===== src/rtl/operand_fetch.sv =====
// Decode/operand-fetch stage: latches an instruction, reads the register file,
// captures operands with writeback forwarding and hands a bundle to execute.
module operand_fetch (
    input  logic        clk,
    input  logic        reset,
    input  logic        in_valid,
    input  logic [15:0] in_instr,
    output logic        in_ready,
    input  logic        wb_valid,
    input  logic [2:0]  wb_rd,
    input  logic [7:0]  wb_data,
    output logic [2:0]  rf_rs,
    output logic [2:0]  rf_rt,
    output logic [2:0]  rf_rd,
    output logic        rf_rw,
    output logic [7:0]  rf_rd_data,
    input  logic [7:0]  rf_rs_data,
    input  logic [7:0]  rf_rt_data,
    output logic        out_valid,
    input  logic        out_ready,
    output logic [3:0]  out_op,
    output logic [2:0]  out_rd,
    output logic [7:0]  out_a,
    output logic [7:0]  out_b
);

    typedef enum logic [1:0] {
        IDLE  = 2'd0,
        READ  = 2'd1,
        WAIT  = 2'd2,
        ISSUE = 2'd3
    } state_t;

    state_t      state_r;
    logic [15:0] instr_r;
    logic [7:0]  out_a_r;
    logic [7:0]  out_b_r;
    logic        out_valid_r;

    logic        wr_cycle_s;
    logic        imm_form_s;
    logic [2:0]  rs_s;
    logic [2:0]  rt_s;
    logic [7:0]  a_next_s;
    logic [7:0]  b_next_s;
    logic [7:0]  a_hold_s;
    logic [7:0]  b_hold_s;

    function automatic logic [7:0] sext6(input logic [5:0] imm);
        return {{2{imm[5]}}, imm};
    endfunction

    // r0 always reads zero; a matching write in this cycle overrides the base value.
    function automatic logic [7:0] pick_operand(
        input logic [2:0] src,
        input logic [7:0] base,
        input logic       wr,
        input logic [2:0] wr_idx,
        input logic [7:0] wr_val
    );
        logic [7:0] res;
        if (src == 3'd0) begin
            res = 8'h00;
        end else if (wr && (wr_idx == src)) begin
            res = wr_val;
        end else begin
            res = base;
        end
        return res;
    endfunction

    // Writeback pass-through and field decode of the latched instruction.
    always_comb begin
        rf_rw      = wb_valid;
        rf_rd      = wb_rd;
        rf_rd_data = wb_data;
        wr_cycle_s = wb_valid && (wb_rd != 3'd0);
        imm_form_s = instr_r[15];
        rs_s       = instr_r[8:6];
        rt_s       = instr_r[5:3];
        rf_rs      = rs_s;
        rf_rt      = rt_s;
        out_op     = instr_r[15:12];
        out_rd     = instr_r[11:9];
        out_valid  = out_valid_r;
        out_a      = out_a_r;
        out_b      = out_b_r;
    end

    // Operand selection for capture in WAIT and for refreshing held operands in ISSUE.
    always_comb begin
        a_next_s = pick_operand(rs_s, rf_rs_data, wr_cycle_s, wb_rd, wb_data);
        a_hold_s = pick_operand(rs_s, out_a_r, wr_cycle_s, wb_rd, wb_data);
        if (imm_form_s) begin
            b_next_s = sext6(instr_r[5:0]);
            b_hold_s = out_b_r;
        end else begin
            b_next_s = pick_operand(rt_s, rf_rt_data, wr_cycle_s, wb_rd, wb_data);
            b_hold_s = pick_operand(rt_s, out_b_r, wr_cycle_s, wb_rd, wb_data);
        end
    end

    // Accept when idle, or in ISSUE as soon as execute takes the current bundle.
    always_comb begin
        if (state_r == IDLE) begin
            in_ready = 1'b1;
        end else if (state_r == ISSUE) begin
            in_ready = out_ready;
        end else begin
            in_ready = 1'b0;
        end
    end

    // Main FSM; the register file cannot read during a write cycle, so READ stalls then.
    always_ff @(posedge clk or negedge reset) begin
        if (!reset) begin
            state_r     <= IDLE;
            instr_r     <= 16'h0000;
            out_a_r     <= 8'h00;
            out_b_r     <= 8'h00;
            out_valid_r <= 1'b0;
        end else begin
            case (state_r)
                IDLE: begin
                    if (in_valid) begin
                        instr_r <= in_instr;
                        state_r <= READ;
                    end
                end
                READ: begin
                    if (!wr_cycle_s) begin
                        state_r <= WAIT;
                    end
                end
                WAIT: begin
                    out_a_r     <= a_next_s;
                    out_b_r     <= b_next_s;
                    out_valid_r <= 1'b1;
                    state_r     <= ISSUE;
                end
                ISSUE: begin
                    if (out_ready) begin
                        out_valid_r <= 1'b0;
                        if (in_valid) begin
                            instr_r <= in_instr;
                            state_r <= READ;
                        end else begin
                            state_r <= IDLE;
                        end
                    end else begin
                        out_a_r <= a_hold_s;
                        out_b_r <= b_hold_s;
                    end
                end
                default: begin
                    out_valid_r <= 1'b0;
                    state_r     <= IDLE;
                end
            endcase
        end
    end

endmodule


===== config.mk =====
export PLATFORM = sky130hd
export DESIGN_NAME = operand_fetch
export DESIGN_NICKNAME = d
export VERILOG_FILES = /design/src/rtl/operand_fetch.sv
export SDC_FILE = /design/constraint.sdc
export NUM_CORES = 1
export LEC_CHECK = 0
export CAP_MARGIN = 20
export CORE_MARGIN = 2
export CORE_UTILIZATION = 30
export DETAILED_ROUTE_END_ITERATION = 8
export PLACE_DENSITY = 0.66
export SYNTH_ARGS = -nofsm -noshare
export SYNTH_HDL_FRONTEND = slang
export SYNTH_SLANG_ARGS = --single-unit
export TNS_END_PERCENT = 100

===== constraint.sdc =====
create_clock -name clk -period 1.8 [get_ports clk]
set_input_delay 0.54 -clock clk [delete_from_list [all_inputs] [get_ports clk]]
set_output_delay 0.54 -clock clk [all_outputs]
set_load 0.01 [all_outputs]

* Yosys cells after proc, flatten, opt, wreduce, memory -nomap -nowiden *
Index checks and enable logic that the tools add are counted.

word-level totals
  flip-flop bits (word level) = 35
  bits of input ports = 48
  output and inout port bits = 43
  logic and storage cells = 57

operators by class
  equal/unequal tests = 12
  muxes and demuxes = 26
  reduce and logical (&&, ||, !) cells = 14

operators with widths
  operator                                       number
  2-to-1 mux 8 bit                               12
  2-to-1 mux 16 bit                              2
  case mux 16 bit (2 select lines)               1
  case mux 8 bit (2 select lines)                2
  != test 2 bit, second input constant           5
  case mux 2 bit (4 select lines)                1
  == test 3 bit                                  2
  logical NOT 3 bit                              2
  2-to-1 mux 2 bit                               3
  != test 3 bit, second input constant           2
  AND reduction 3 bit                            2
  == test 2 bit, second input constant           2
  2-to-1 mux 1 bit                               4
  AND reduction 2 bit                            2
  AND reduction 4 bit                            1
  nonzero test 2 bit                             2
  logical AND 1 bit                              3
  nonzero test 3 bit                             1
  == test 2 x 1 -> 1 bit, second input constant  1
  logical NOT 2 bit                              1
  case mux 1 bit (2 select lines)                1

* Longest topological paths before layout *
  depth in word-level cells = 8
  gate-level depth with buffers = 8
  depth with buffers taken out = 6

* Least setup slack after synthesis *
No wires, ideal clock.

  path kind = reg2reg
  start point = register state_r[1]
  end point = register instr_r[10]
  library setup time = 0.125 ns
  data arrival time = 1.798 ns
  required time = 1.675 ns
  slack = -0.123 ns
  cell stages (with the launch flop) = 7
  path buffers = 2
  clock period less this slack = 1.923 ns
  cell sequence = dfrtp_1 > ha_1 > buf_2 > mux2_2 > nand2_1 > buf_2 > mux2_2

on the way
  longest elaborated chain between the ends = 3
  elaborated cells on any way between the ends = 6
  classes of those cells = 2 x eq/ne; 1 x mux; 3 x reduce/logical

ends and longest elaborated chain
  what                                                                         line  RTL
  start, declared                                                              34    state_t state_r;
  start signal, assigned                                                       117   state_r <= IDLE;
  start signal, assigned                                                       127   state_r <= READ;
  start signal, assigned                                                       132   state_r <= WAIT;
  == test 2 bit / logical NOT 2 bit (equally long branches)                    123   case (state_r)
  != test 2 bit (no source line) / nonzero test 2 bit (equally long branches)  --
  AND reduction 2 bit (no source line)                                         --
  end signal, assigned                                                         126   instr_r <= in_instr;
  end signal, assigned                                                         145   instr_r <= in_instr;
  end, declared                                                                35    logic [15:0] instr_r;

Several ways; a longest one is shown, not always the timed one.
A chain may end at the register's enable or synchronous reset.

* Worst setup path in the final report *
  start point = register state_r[1]
  end point = register instr_r[8]

The elaborated chain is that of the path after synthesis.

==> results.md <==
- The busiest metal layer after global routing is met2.
- The die is 88.06 µm wide.
- The first global-routing pass estimated 9266 µm of wire.
- The number of failing hold endpoints at the final stage is 0.
- Traced cell by cell, the critical path runs through ha_4, buf_6, mux2_4, nand2_4, clkbuf_16, mux2_2.
- The final critical path takes up between 90% and 100% of the cycle.
- Clock-pin slew was measured on the worst setup and hold paths at roughly 0.070 ns.
- For this run, the top clock speed supported by timing is about 0.57 GHz.
- The finished cells cover roughly 0.0035 mm².
- The maximum vdd drop is a little under 800 µV.
- The run finished with clean final reports.
- The maximum number of pins on one net before global-route repair is 20.
- Setup repair after global routing could not meet its margin everywhere.
- The CTS tree is yes.
- The area growth from synthesis to layout is 66.94%.
- Global routing consumed, on the met2 layer, between 20% and 30% of the routing resources.
- The number of nets in the layout is between 300 and 400.
- The commonest non-fill, non-tap cell in the layout is sky130_fd_sc_hd__clkdlybuf4s50_1.
- The antenna diode instance count is 0.
- The initial utilization of the core area, before any placement, comes to a little under a third.
- Of all nets on the critical path, the largest fanout is 8.
- The final max-slew violation count is 0.
- In this run, synthesis produced a sequential element count of 35.
- In this run the register-to-register setup slack is ~0.031 ns.
- The buffering stage count on the worst path with inverters included is 2.
- Once detailed placement completed, the half-perimeter wirelength came to ~4400 µm.
- Dividing total power by cell area gives a power density of 1698 mW/mm².
- The peak per-stage delay on the critical path is approximately 0.44 ns.
- The initial antenna violation count is 0.
- The post-synthesis instance area is 0.002120 mm².
- The post-detailed-route count of antenna-violating nets is 0.
- The placement row count is 30.
- The total die area is approximately 0.0078 mm².
- Summing all multi-input logic gate instances after layout gives roughly 0.0011 mm².
- Setup violations remaining at the end of the flow were counted as 0.
- At the worst endpoint, the arrival time is ~1.9 ns.
- The fill cell instance count of the final layout is 658.
- The end of the worst register-to-register path is instr_r[8].
- In this run the mean area of a mapped cell was 10.70 µm².
- The total leakage power is roughly 1.6 nW.
- The setup path with the least slack is of type reg2reg.
- After detailed routing, the number of remaining DRC violations is 0.
- Synthesis produced a netlist whose cell count is 198.
- Of the synthesized area, sequential elements account for around two fifths.
- The number of cells traversed by the worst register-to-register path is 6.
- The placer congestion estimate is between 0.7 and 0.8.
- The routed layout has 1,914 vias.
- The final routed wire length divided by cell count is about 15 µm.
- The maximum level of the CTS H-tree is 2.
- The later pin in the worst-skew pair is clocked with a latency of around 0.29 ns.
- In the post-synthesis netlist, the biggest area contributors are sky130_fd_sc_hd__dfrtp_1 41%, sky130_fd_sc_hd__mux2_2 9.6%, sky130_fd_sc_hd__buf_4 8.9%, sky130_fd_sc_hd__mux2i_1 4.7%, sky130_fd_sc_hd__nand2_1 2.5%.
- The headroom to the max-slew limit is between 60 and 70%.
- The root buffer cell chosen for the clock tree is sky130_fd_sc_hd__clkbuf_8.
- The endpoint kind of the worst setup timing path is a register.
- STA puts the critical path data required time at 1.97 ns.
- The detailed router finished its first iteration with 47 violations.
- The number of nets in the synthesized netlist is between 200 and 300.
- The area occupied by registers is 879.6 µm².
- The setup clock skew after layout is 0.009672 ns.
- The transition time at the pin with the least slew margin is around 0.53 ns.
- The total congestion overflow is 0.
- Counting I/O delays and the setup requirement, the final critical path takes approximately 1.8 ns.
- The number of global-route vias before repair is ~1,900.
- The synthesized design devotes to its leading area cell type about two fifths of total area.
- The largest buffer count on any clock path is 2.
- Of all cell types, the one taking the most synthesized area is sky130_fd_sc_hd__dfrtp_1.
- The total clock buffers created by CTS is 5.
- The number of port buffers is 90.
- The length of the first detailed-routing pass in iterations is 4.
- The detailed-route vias per instance is approximately 4.8.
- The classification of the worst-slack hold path is in2async.
- The post-route netlist has roughly two fifths of its cells at a drive strength greater than 1.
- The global routing usage on met1 is 19.24%.
- The floorplan step set the die height to 88.06 µm.
- The number of primary I/O pins is around 90.
- The post-route setup TNS is 0 ns.
- The global-route total usage across every layer is around 16%.
- Synthesis instantiated 45 different standard cells from the library.
- The number of maximum-capacitance violations is 0.
- The slowest stage of the critical path is the sky130_fd_sc_hd__dfrtp_2 cell.
- The startpoint class of the critical path is a register.
- The number of enable-type register cells in the synthesized netlist is 0.
- The number of instances in the placed design is 380.
- Leaving out fill and tap cells, the most frequent cells in the layout are 62 x sky130_fd_sc_hd__clkdlybuf4s50_1, 33 x sky130_fd_sc_hd__buf_4, 32 x sky130_fd_sc_hd__dfrtp_1.
- The worst reg2reg path startpoint is state_r[1].
- The top cell family by delay on the critical path is multiplexers.
- The share of synthesized registers carrying an async set or reset is 100.0%.
- The flip-flop cell with the highest count after synthesis is sky130_fd_sc_hd__dfrtp_1.
- During synthesis, Yosys emitted a total of 0 warnings.
- Summed over all layers, the routed wires come to about 6000 µm.
- The fraction of met3 tracks used by global routing is 4.147%.
- The total area inside the core boundary comes to between 0.006 and 0.007 mm².
- Excluding fillers, the count of instances in the completed layout stands at about 400.
- CTS saw 35 sinks.
- The instance area at placement is between 0.003 and 0.004 mm².
==> layer usage <==
| layer | share of wire, % | vias up |
|---|---|---|
| li1 | - | 903 |
| met1 | 44 | 932 |
| met2 | 49 | 77 |
| met3 | 7.1 | 2 |
| met4 | 0.31 | 0 |
| met5 | 0 | - |
==> cell type report <==
cell class	instances	area share [%]
clock buffers	8	2.829
inverters	5	0.5304
multi-input cells	124	32.46
flip-flops and latches	35	24.86
well taps	96	3.395
repair buffers	133	35.93
==> metrics by stage <==
| stage | util (%) | hold slack, ns | power [W] | worst slack, ns |
|---|---|---|---|---|
| final | 51.79 | 0.1890 | 0.006008 | 0.03112 |
| after global routing | 51.79 | 0.2095 | 0.006420 | -0.01949 |
| after CTS | 49.07 | 0.1970 | 0.005581 | -0.05741 |
| after detailed placement | 46.58 | 0.4810 | 0.004763 | -0.6092 |
| after global placement | 46.58 | 0.4741 | 0.004689 | -0.5659 |
| after floorplan | - | 0.2444 | 0.003486 | -0.0004687 |
==> synth_stat cells (all sizes together) (2+ instances only) <==
library cell and number:
a21oi 2, a31o 3, a31oi 10, a32oi 4, and3 3, buf 31, clkbuf 3, dfrtp 35
ha 4, inv 5, mux2 18, mux2i 10, nand2 14, nand2b 2, nand3 9, nor2 11
nor3 3, o21ai 9, xnor2 3, xor2 3
==> how the worst max path moves through the flow <==
stage | from | end | depth (start not counted)
2_1_floorplan | state_r[1] | out_a[0] | 8
3_3_place_gp | wb_rd[0] | state_r[0] | 5
3_5_place_dp | wb_rd[0] | state_r[0] | 5
4_1_cts | instr_r[3] | out_b[1] | 7
5_1_grt | instr_r[3] | out_b[4] | 8
6_report | state_r[1] | instr_r[8] | 6
==> registers in the layout, indices dropped and copies added (netlist names) <==
signal and cells:
out_valid 1, instr_r 16, state_r 2, out_a 8, out_b 8
==> kinds of logic after synthesis <==
kind of cell | after synthesis | share of synthesized area [%]
and+or+nand+nor | 47 | 10.98
DFF | 35 | 41.32
AOI/OAI and AO/OA | 39 | 16.23
adders and majority gates | 4 | 2.361
muxes | 28 | 14.29
xor gates and xnor gates | 6 | 2.834
buffers and inverters | 39 | 11.98
==> power by group <==
part           switching (W)  internal, W
Sequential          0.000310      0.00120
Clock               0.000280     0.000349
Combinational        0.00161      0.00226
==> repair_timing <==
item,4_1_cts,5_1_grt
cloned,1,1
buffers inserted,6,5
pin swaps,3,9
endpoints found under the setup margin,53,36
gates resized for setup,61,46
hold buffers,0,0
(Power assumes the default switching activity.)
